### src/rtl/sysbus_pkg.sv
// sysbus_pkg: sysbus tag encodings, line geometry and fetch FSM states shared by the fetch unit.
package sysbus_pkg;
    localparam logic        SYSBUS_READ     = 1'b1;
    localparam logic        SYSBUS_WRITE    = 1'b0;
    localparam logic [12:0] SYSBUS_INSTR_RD = {SYSBUS_READ, 12'h000};
    localparam int          LINE_BITS       = 512;
    typedef enum logic [2:0] {IDLE, REQ, RECV, DELIVER, DRAIN} fetch_state_t;
endpackage

### src/rtl/fetch_line_buffer.sv
// fetch_line_buffer: one 64-byte cache line, written a 64-bit beat at a time, read a 32-bit word at a time.
module fetch_line_buffer
    import sysbus_pkg::*;
(
    input  logic        clk,
    input  logic        we,
    input  logic [2:0]  widx,
    input  logic [63:0] wdata,
    input  logic [3:0]  ridx,
    output logic [31:0] rdata
);
    logic [LINE_BITS-1:0] line;

    always_ff @(posedge clk)
        if (we) line[{widx, 6'b0} +: 64] <= wdata;

    assign rdata = line[{ridx, 5'b0} +: 32];
endmodule

### src/rtl/fetch_unit.sv
// fetch_unit: fetches 64-byte lines over sysbus and streams 32-bit instructions with their PCs to decode.
module fetch_unit
    import sysbus_pkg::*;
#(
    parameter int                BUS_DATA_WIDTH = 64,
    parameter int                BUS_TAG_WIDTH  = 13,
    parameter int                LINE_BEATS     = 8,
    parameter int                INSTR_WIDTH    = 32,
    parameter logic [63:0]       RESET_PC       = 64'h0
) (
    input  logic                      clk,
    input  logic                      reset,
    input  logic                      redirect,
    input  logic [BUS_DATA_WIDTH-1:0] redirect_pc,
    output logic                      bus_reqcyc,
    input  logic                      bus_reqack,
    output logic [BUS_DATA_WIDTH-1:0] bus_req,
    output logic [BUS_TAG_WIDTH-1:0]  bus_reqtag,
    input  logic                      bus_respcyc,
    output logic                      bus_respack,
    input  logic [BUS_DATA_WIDTH-1:0] bus_resp,
    input  logic [BUS_TAG_WIDTH-1:0]  bus_resptag,
    output logic                      instr_valid,
    input  logic                      instr_ready,
    output logic [INSTR_WIDTH-1:0]    instr,
    output logic [BUS_DATA_WIDTH-1:0] instr_pc
);
    localparam int LW = BUS_DATA_WIDTH - 6;

    fetch_state_t              state;
    logic [BUS_DATA_WIDTH-1:0] pc, pc_nxt;
    logic [LW-1:0]             req_line, line_addr;
    logic [2:0]                beat_cnt;
    logic                      line_valid, redirect_pend, fire, last_beat, unused_ok;
    logic [INSTR_WIDTH-1:0]    rd_instr;

    fetch_line_buffer u_buf (
        .clk   (clk),
        .we    (state == RECV && bus_respack),
        .widx  (beat_cnt),
        .wdata (bus_resp),
        .ridx  (pc[5:2]),
        .rdata (rd_instr)
    );

    assign bus_reqcyc  = state == REQ;
    assign bus_req     = bus_reqcyc ? {req_line, 6'b0} : '0;
    assign bus_reqtag  = bus_reqcyc ? SYSBUS_INSTR_RD : '0;
    assign bus_respack = bus_respcyc && (state == RECV || state == DRAIN);
    assign instr_valid = state == DELIVER && line_valid && pc[BUS_DATA_WIDTH-1:6] == line_addr;
    assign instr       = instr_valid ? rd_instr : '0;
    assign instr_pc    = pc;
    // a redirect voids any handshake in the same cycle
    assign fire        = instr_valid && instr_ready && !redirect;
    assign last_beat   = bus_respack && beat_cnt == 3'(LINE_BEATS - 1);
    assign pc_nxt      = redirect ? {redirect_pc[BUS_DATA_WIDTH-1:2], 2'b0} : fire ? pc + 4 : pc;
    assign unused_ok   = ^{bus_resptag, redirect_pc[1:0]};

    always_ff @(posedge clk or negedge reset) begin
        if (!reset) begin
            state         <= IDLE;
            pc            <= RESET_PC;
            line_valid    <= 1'b0;
            beat_cnt      <= '0;
            redirect_pend <= 1'b0;
            req_line      <= '0;
            line_addr     <= '0;
        end else begin
            pc <= pc_nxt;
            if (bus_respack) beat_cnt <= beat_cnt + 3'd1;
            case (state)
                IDLE: begin
                    state    <= REQ;
                    req_line <= pc_nxt[BUS_DATA_WIDTH-1:6];
                end
                // address stays frozen until ack; a redirect here only marks the line as stale
                REQ: begin
                    if (bus_reqack) begin
                        state         <= (redirect_pend || redirect) ? DRAIN : RECV;
                        redirect_pend <= 1'b0;
                        line_valid    <= 1'b0;
                        beat_cnt      <= '0;
                    end else if (redirect) begin
                        redirect_pend <= 1'b1;
                    end
                end
                RECV: begin
                    if (last_beat) begin
                        line_valid <= 1'b1;
                        line_addr  <= req_line;
                        state      <= pc_nxt[BUS_DATA_WIDTH-1:6] == req_line ? DELIVER : REQ;
                        req_line   <= pc_nxt[BUS_DATA_WIDTH-1:6];
                    end else if (redirect) begin
                        state <= DRAIN;
                    end
                end
                DRAIN: begin
                    if (last_beat) begin
                        state    <= REQ;
                        req_line <= pc_nxt[BUS_DATA_WIDTH-1:6];
                    end
                end
                DELIVER: begin
                    if (redirect ? !(line_valid && pc_nxt[BUS_DATA_WIDTH-1:6] == line_addr)
                                 : fire && pc[5:2] == 4'hf) begin
                        state    <= REQ;
                        req_line <= pc_nxt[BUS_DATA_WIDTH-1:6];
                    end
                end
                default: state <= IDLE;
            endcase
        end
    end
endmodule
### config.mk
export PLATFORM = sky130hd
export DESIGN_NAME = fetch_unit
export DESIGN_NICKNAME = d
export VERILOG_FILES = /design/src/rtl/sysbus_pkg.sv /design/src/rtl/fetch_line_buffer.sv /design/src/rtl/fetch_unit.sv
export SDC_FILE = /design/constraint.sdc
export NUM_CORES = 1
export LEC_CHECK = 0
export CAP_MARGIN = 30
export CORE_MARGIN = 1.5
export CORE_UTILIZATION = 60
export DETAILED_ROUTE_END_ITERATION = 16
export GPL_TIMING_DRIVEN = 0
export PLACE_DENSITY = 0.93
export SYNTH_ARGS = -nofsm -noshare
export SYNTH_HDL_FRONTEND = slang
export SYNTH_HIERARCHICAL = 1
export SYNTH_SLANG_ARGS = --single-unit
### constraint.sdc
create_clock -name clk -period 16.9 [get_ports clk]
set_input_delay 1.69 -clock clk [delete_from_list [all_inputs] [get_ports clk]]
set_output_delay 1.69 -clock clk [all_outputs]
set_load 0.01 [all_outputs]
==> out/metrics.sh, run 1 <==
STOP_STAGE='global routing'
INITIAL_CORE_UTIL_PCT=60.5
CTS_BUFFER_DEPTH=3
SYNTH_TOP_FLOP_CELL='edfxtp_1'
PLACEMENT.SETUP.WORST_SLACK_NS=7.66
SYNTH.FF_LATCH_COUNT=698
GRT_REMAINING_OVERFLOW=47
GRT_PASS1_VIAS=39200
POST-CTS-SETUP-BUFFER-COUNT=0
GRTUSAGETOTAL_PCT=73.4
CTS_HOLD_BUF=0
GRT_START_MAX_NET_PINS=108
CLOCK-SINKS=698
IOPINCOUNT=323
CLOCKROOTBUFFER='clkbuf_16'
FIRSTERROR='[ERROR GRT-0116] Global routing finished with congestion. Check the congestion regions in the DRC Viewer.'
OVERALL_DIE_HEIGHT_UM=255
DP_HPWL_UM=147000
YOSYSTOPAREACELL='edfxtp_1'
SYN_AREA_PER_CELL_UM2=11.9
CTS-BUFFERS-INSERTED=73
NUMBER_OF_FLOPS_MAPPED_TO_ENABLE_CELLS_BY_YOSYS=512
POST_SYNTH_MAIN_AREA_CONTRIBUTORS='edfxtp_1 (40%), dfrtp_1 (12%), and2_1 (9.0%)'
SYN-INSTANCE-COUNT=3199
PORT_BUFFERS=287
ROWS=92
OUTCOME='did not finish'
SYNTH_CELL_TYPES=94
SYNTH_SEQ_AREA_SHARE_PCT=52.7
ASYNC_RESET_FF_SHARE_PCT=26.6
CTS_RESIZED=0
PLACE_AREA_UM2=42800
CTSHTREEMAXLEVEL=3
WIRE_LENGTH_OF_THE_FIRST_GLOBAL_ROUTING_PASS_UM=329000
GP_CONGESTION=1.15
DIEWIDTH_UM=255
SYNTH-WARNING-COUNT=6
NETLIST_AREA_UM2=38000
SYNTH_LARGEST_TYPE_AREA_FRACTION_PCT=40.5
-- layer usage --
| metal | overflow | track usage (%) |
|---|---|---|
| met5 | 0 | 20.1 |
| met4 | 24 | 72.8 |
| met3 | 1 | 56.4 |
| met2 | 22 | 90.2 |
| met1 | 0 | 75.3 |
-- metrics by stage --
stage               std cells  utilization (%)
CTS                      4538             72.0
detailed placement       4403             68.0
global placement         4351             66.8
floorplan                3218                -
-- synth_stat cells (8+ instances only) --
library cell and count:
and2_1 545, edfxtp_1 512, dfrtp_1 186, clkbuf_1 181
nand2_1 176, mux4_2 128, nor2_1 119, xnor2_1 114
xor2_1 96, mux2_2 95, and3_1 90, o21ai_0 78
nand3_1 69, a22oi_1 68, inv_1 63, nor3_1 62
a21oi_1 51, nand4_1 49, nor4_1 48, buf_4 33
nor2b_1 31, nand2b_1 26, buf_1 23, a31oi_1 19
mux2_1 19, or3_1 18, mux2i_1 16, o31ai_1 16
o2111ai_1 15, or4_1 15, a221oi_1 13, buf_2 13
a211oi_1 11, and4_1 11, o22ai_1 11, or2_2 9
a2111oi_0 8, clkbuf_2 8, nand3b_1 8
-- cell families after synthesis --
group | share of synthesized area (%)
xor gates and xnor gates | 5.20
other | 0.00987
adders and majority gates | 0.224
AOI/OAI and AO/OA | 7.01
muxes | 11.4
DFF | 52.7
buffers and inverters | 3.66
and+or+nand+nor | 19.8
==> run 2: changes to the inputs <==
Settings changed: CORE_UTILIZATION 60 to 40, PLACE_DENSITY 0.93 to not set, PLACE_DENSITY_LB_ADDON set to 0.15.
==> out/metrics.sh, run 2 <==
MAXCAPVIOLATIONS=0
AREA.GROWTH.SYNTH_TO_FINAL_PCT=22.2
ROUTEDWLPERCELL_UM=40.3
CTS_BUFFER_DEPTH=3
SYNTHMOSTINSTANTIATEDCELL='and2_1'
VIAS_PER_CELL=6.36
POST_SYNTH_MAIN_AREA_CONTRIBUTORS='edfxtp_1 (40%), dfrtp_1 (12%), and2_1 (9.0%)'
NETLIST_AREA_UM2=38000
SYNTH_TOP_FLOP_CELL='edfxtp_1'
PLACEMENT.SETUP.WORST_SLACK_NS=7.29
RR_WORST_DEPTH=16
CLOCK-SINKS=698
AREA_INSIDE_THE_CORE_BOUNDARY_UM2=93700
WL_MET2_UM=77900
SYNTH_LARGEST_TYPE_AREA_FRACTION_PCT=40.5
MAIN_COMBINATIONAL_CELL_FAMILY_BY_AREA_AFTER_SYNTHESIS='simple AND/OR/NAND/NOR gates'
GRTUSAGETOTAL_PCT=41.1
CTS_RESIZED=0
TOP_REGISTER='u_buf/line'
CTSHTREEMAXLEVEL=3
SLEW_VIOL_FINAL=0
PLACE_INST=4846
TNS_NS=0
CRITICAL_PATH_CLASS='flop to output pin'
WORSTPATHARRIVAL_NS=8.45
WORST-ENDPOINT-REQUIRED_NS=15.21
MAX_CLOCK_FREQ_MHz=98.6
CTS_HOLD_BUF=0
LAYOUT.FILLER_CELLS=8471
CRITPATHSLOWESTCELL='nand4_1'
SYNTH-WARNING-COUNT=6
GRT_START_MAX_NET_PINS=105
WORST_HOLD_PATH_TYPE='flop to flop'
DIEWIDTH_UM=311
WIRE_LENGTH_OF_THE_FIRST_GLOBAL_ROUTING_PASS_UM=268000
WORST_SLEW_PIN_SLEW_NS=1.43
WORSTSETUPSTARTPOINTTYPE='flop'
FP.DIEAREA_UM2=96900
CLOCK_POWER_SHARE_PCT=29.2
SLOWEST_DELAY_NS=0.92
RR_ENDPOINT='state[1]$_DFFE_PN0P_'
RSZ_0062_RAISED_AFTER_GLOBAL_ROUTING='no'
SETUP_VIOL=0
DRT_ITER0_DRC=5190
VDD_DROP_MAX_mV=0.211
CLOCK_SKEW_NS=0.0350
WORSTSKEWPAIRLATENCY_NS=0.69
SYNTH.FF_LATCH_COUNT=698
CRITICAL-PATH-TOP-CELL-BY-COUNT='clkbuf_1'
POWER.STATIC_LEAKAGE_nW=17.3
POST-CTS-SETUP-BUFFER-COUNT=0
OVERALL_DIE_HEIGHT_UM=311
TRITONCTS='done'
SYN_AREA_PER_CELL_UM2=11.9
SYN-INSTANCE-COUNT=3199
ROUTE.LAYER.MET1.WL_UM=87300
CRITICAL_PATH.MAX_FANOUT=10
ROUTED-WL-MET3_UM=30100
DRIVE_GT1_SHARE_PCT=14.4
GRT_REMAINING_OVERFLOW=0
SYNTH.MUX.AREA_FRACTION_PCT=11.4
LAYOUT.CELLS.MOST_COMMON_LIST='and2_1 (541), edfxtp_1 (512), clkdlybuf4s50_1 (286)'
ROUTED.TOP_LAYER='met5'
OUTCOME='finished clean'
P_SW_SHARE_PCT=38.3
FINAL-HOLD-VIOLATION-COUNT=0
HOLD_SP='redirect_pend$_DFFE_PN0P_'
DETAILROUTE.VIA_COUNT=31900
NUM-NETS-FINAL=3839
FINALWORSTSETUPSLACK_NS=6.76
FIN_CELLS=5012
SHARE_COMB_OF_TOTAL_POWER_PCT=34.0
CLOCKROOTBUFFER='clkbuf_16'
YOSYSTOPAREACELL='edfxtp_1'
TIMING.RR.START='instr_pc[16]$_DFF_PN0_'
IOPINCOUNT=323
SYNTH_SEQ_AREA_SHARE_PCT=52.7
SYNTH_CELL_TYPES=94
DRC=0
POST_SYNTH_ADDER_CELL_AREA_PCT=0.224
NUMBER_OF_FLOPS_MAPPED_TO_ENABLE_CELLS_BY_YOSYS=512
DRT-PASS1-ITER-COUNT=9
PORT_BUFFERS=287
GRT_ANTENNA_BEFORE_REPAIR=43
MOSTFREQUENTLAYOUTCELL='and2_1'
ROWS=112
POWER.DENSITY_nW_PER_UM2=128
FINALWIRELENGTH_UM=202000
GRT_PASS1_VIAS=29800
ASYNC_RESET_FF_SHARE_PCT=26.6
SEQ_POWER_SHARE_PCT=36.8
GP_CONGESTION=1.10
NUMBER_OF_FLIP_FLOPS_IN_THE_LARGEST_REGISTER=512
NET_SWITCHING_POWER_FIGURE_mW=2.29
MAX_SLEW_MARGIN_PCT=4.62
DP_HPWL_UM=158000
LAYOUT_MIN_CYCLE_TIME_NS=10.14
WHS_PATH_DEPTH=2
ANTENNA_LEFT=0
SYNTHSIMPLEGATEAREAFRAC_PCT=19.8
FIN_CRIT_SH_PCT=60.0
INITIAL_CORE_UTIL_PCT=40.5
SYNTH_COMMONEST_CELLS='and2_1 (545), edfxtp_1 (512), dfrtp_1 (186)'
P_INT_mW=3.68
HOLD_PATH_ENDPOINT='redirect_pend$_DFFE_PN0P_'
SYNTHXORXNORAREAFRAC_PCT=5.20
CRITICAL_PATH.CELL_CHAIN='clkbuf_1, nor2b_1, nor3_1, and4_1, nand4_1, clkbuf_1, clkbuf_1, buf_1, nor4_2, buf_6, clkbuf_1, buf_8, and2_1, clkdlybuf4s50_1'
TIMING.REG2REG.SETUP_SLACK_NS=7.48
CLK_PIN_SLEW_WORST_PATHS_NS=0.06
SYNTH_COMPOUND_AREA_SHARE_PCT=7.01
WORSTSETUPENDPOINTTYPE='output pin'
CTS-BUFFERS-INSERTED=80
## run 2: cell counts after synthesis
Identical to the previous run, type by type.
## run 2: worst max-delay path: cells and delay by family, from the launching register on
family,cells,cell delay (ns)
buf+inv,8,3.88
flops,1,0.52
simple gates,6,3.33
## run 2: power by group through the flow
stage | Combinational, mW | Sequential [mW] | Clock (mW)
2_1_floorplan | 0.923 | 2.11 | 0
3_3_place_gp | 1.87 | 2.22 | 0
3_5_place_dp | 1.93 | 2.22 | 0
4_1_cts | 1.94 | 2.18 | 1.75
5_1_grt | 2.06 | 2.20 | 1.82
6_report | 2.03 | 2.20 | 1.74
## run 2: routing by layer
layer	vias to the layer above	track usage, %
met5	-	0
met4	20	11.9
met3	337	17.1
met2	2399	53.4
met1	16400	61.3
li1	12700	-
## run 2: final cells by class
cell class | instances | area [um^2] | area share [%]
antenna | 11 | 27.5 | 0.0593
buffer | 261 | 1150 | 2.48
clock buffer | 105 | 2170 | 4.66
clock inverter | 38 | 389 | 0.838
inverter | 64 | 240 | 0.517
multi-input combinational | 2195 | 16700 | 36.0
sequential | 698 | 20000 | 43.1
tap | 1254 | 1570 | 3.38
timing repair buffer | 386 | 4140 | 8.92
## run 2: worst max-delay path by stage
stage                                      start                        end  cells after the start
after floorplan                      bus_respcyc  u_buf/line[384]$_DFFE_PP_                      4
after global placement               bus_respcyc  u_buf/line[399]$_DFFE_PP_                      5
after detailed placement                redirect       state[1]$_DFFE_PN0P_                     16
after CTS                 instr_pc[43]$_DFF_PN0_                  instr[23]                     14
after global routing      instr_pc[43]$_DFF_PN0_                  instr[26]                     14
final                     instr_pc[43]$_DFF_PN0_                  instr[23]                     14
## run 2: cells by family (layout without fill, tap and decap cells)
group                      count (synthesis)  after routing
DFF                                      698            698
muxes                                    258            258
xor gates and xnor gates                 216            216
and+or+nand+nor                         1317           1317
other                                      1             31
adders and majority gates                  7              7
buffers and inverters                    325            854
AOI/OAI and AO/OA                        377            377
## run 2: through the flow
step                power, mW  hold WS (ns)  utilization, %  cell area (um^2)
floorplan                3.03         0.492               -             38100
global placement         4.08         0.535            45.3             42500
detailed placement       4.14         0.536            46.7             43700
CTS                      5.87         0.559            49.4             46300
global route             6.08         0.591            49.5             46400
finish                   5.97         0.555            49.5             46400
Note: power is estimated with default switching activity, not from simulation.
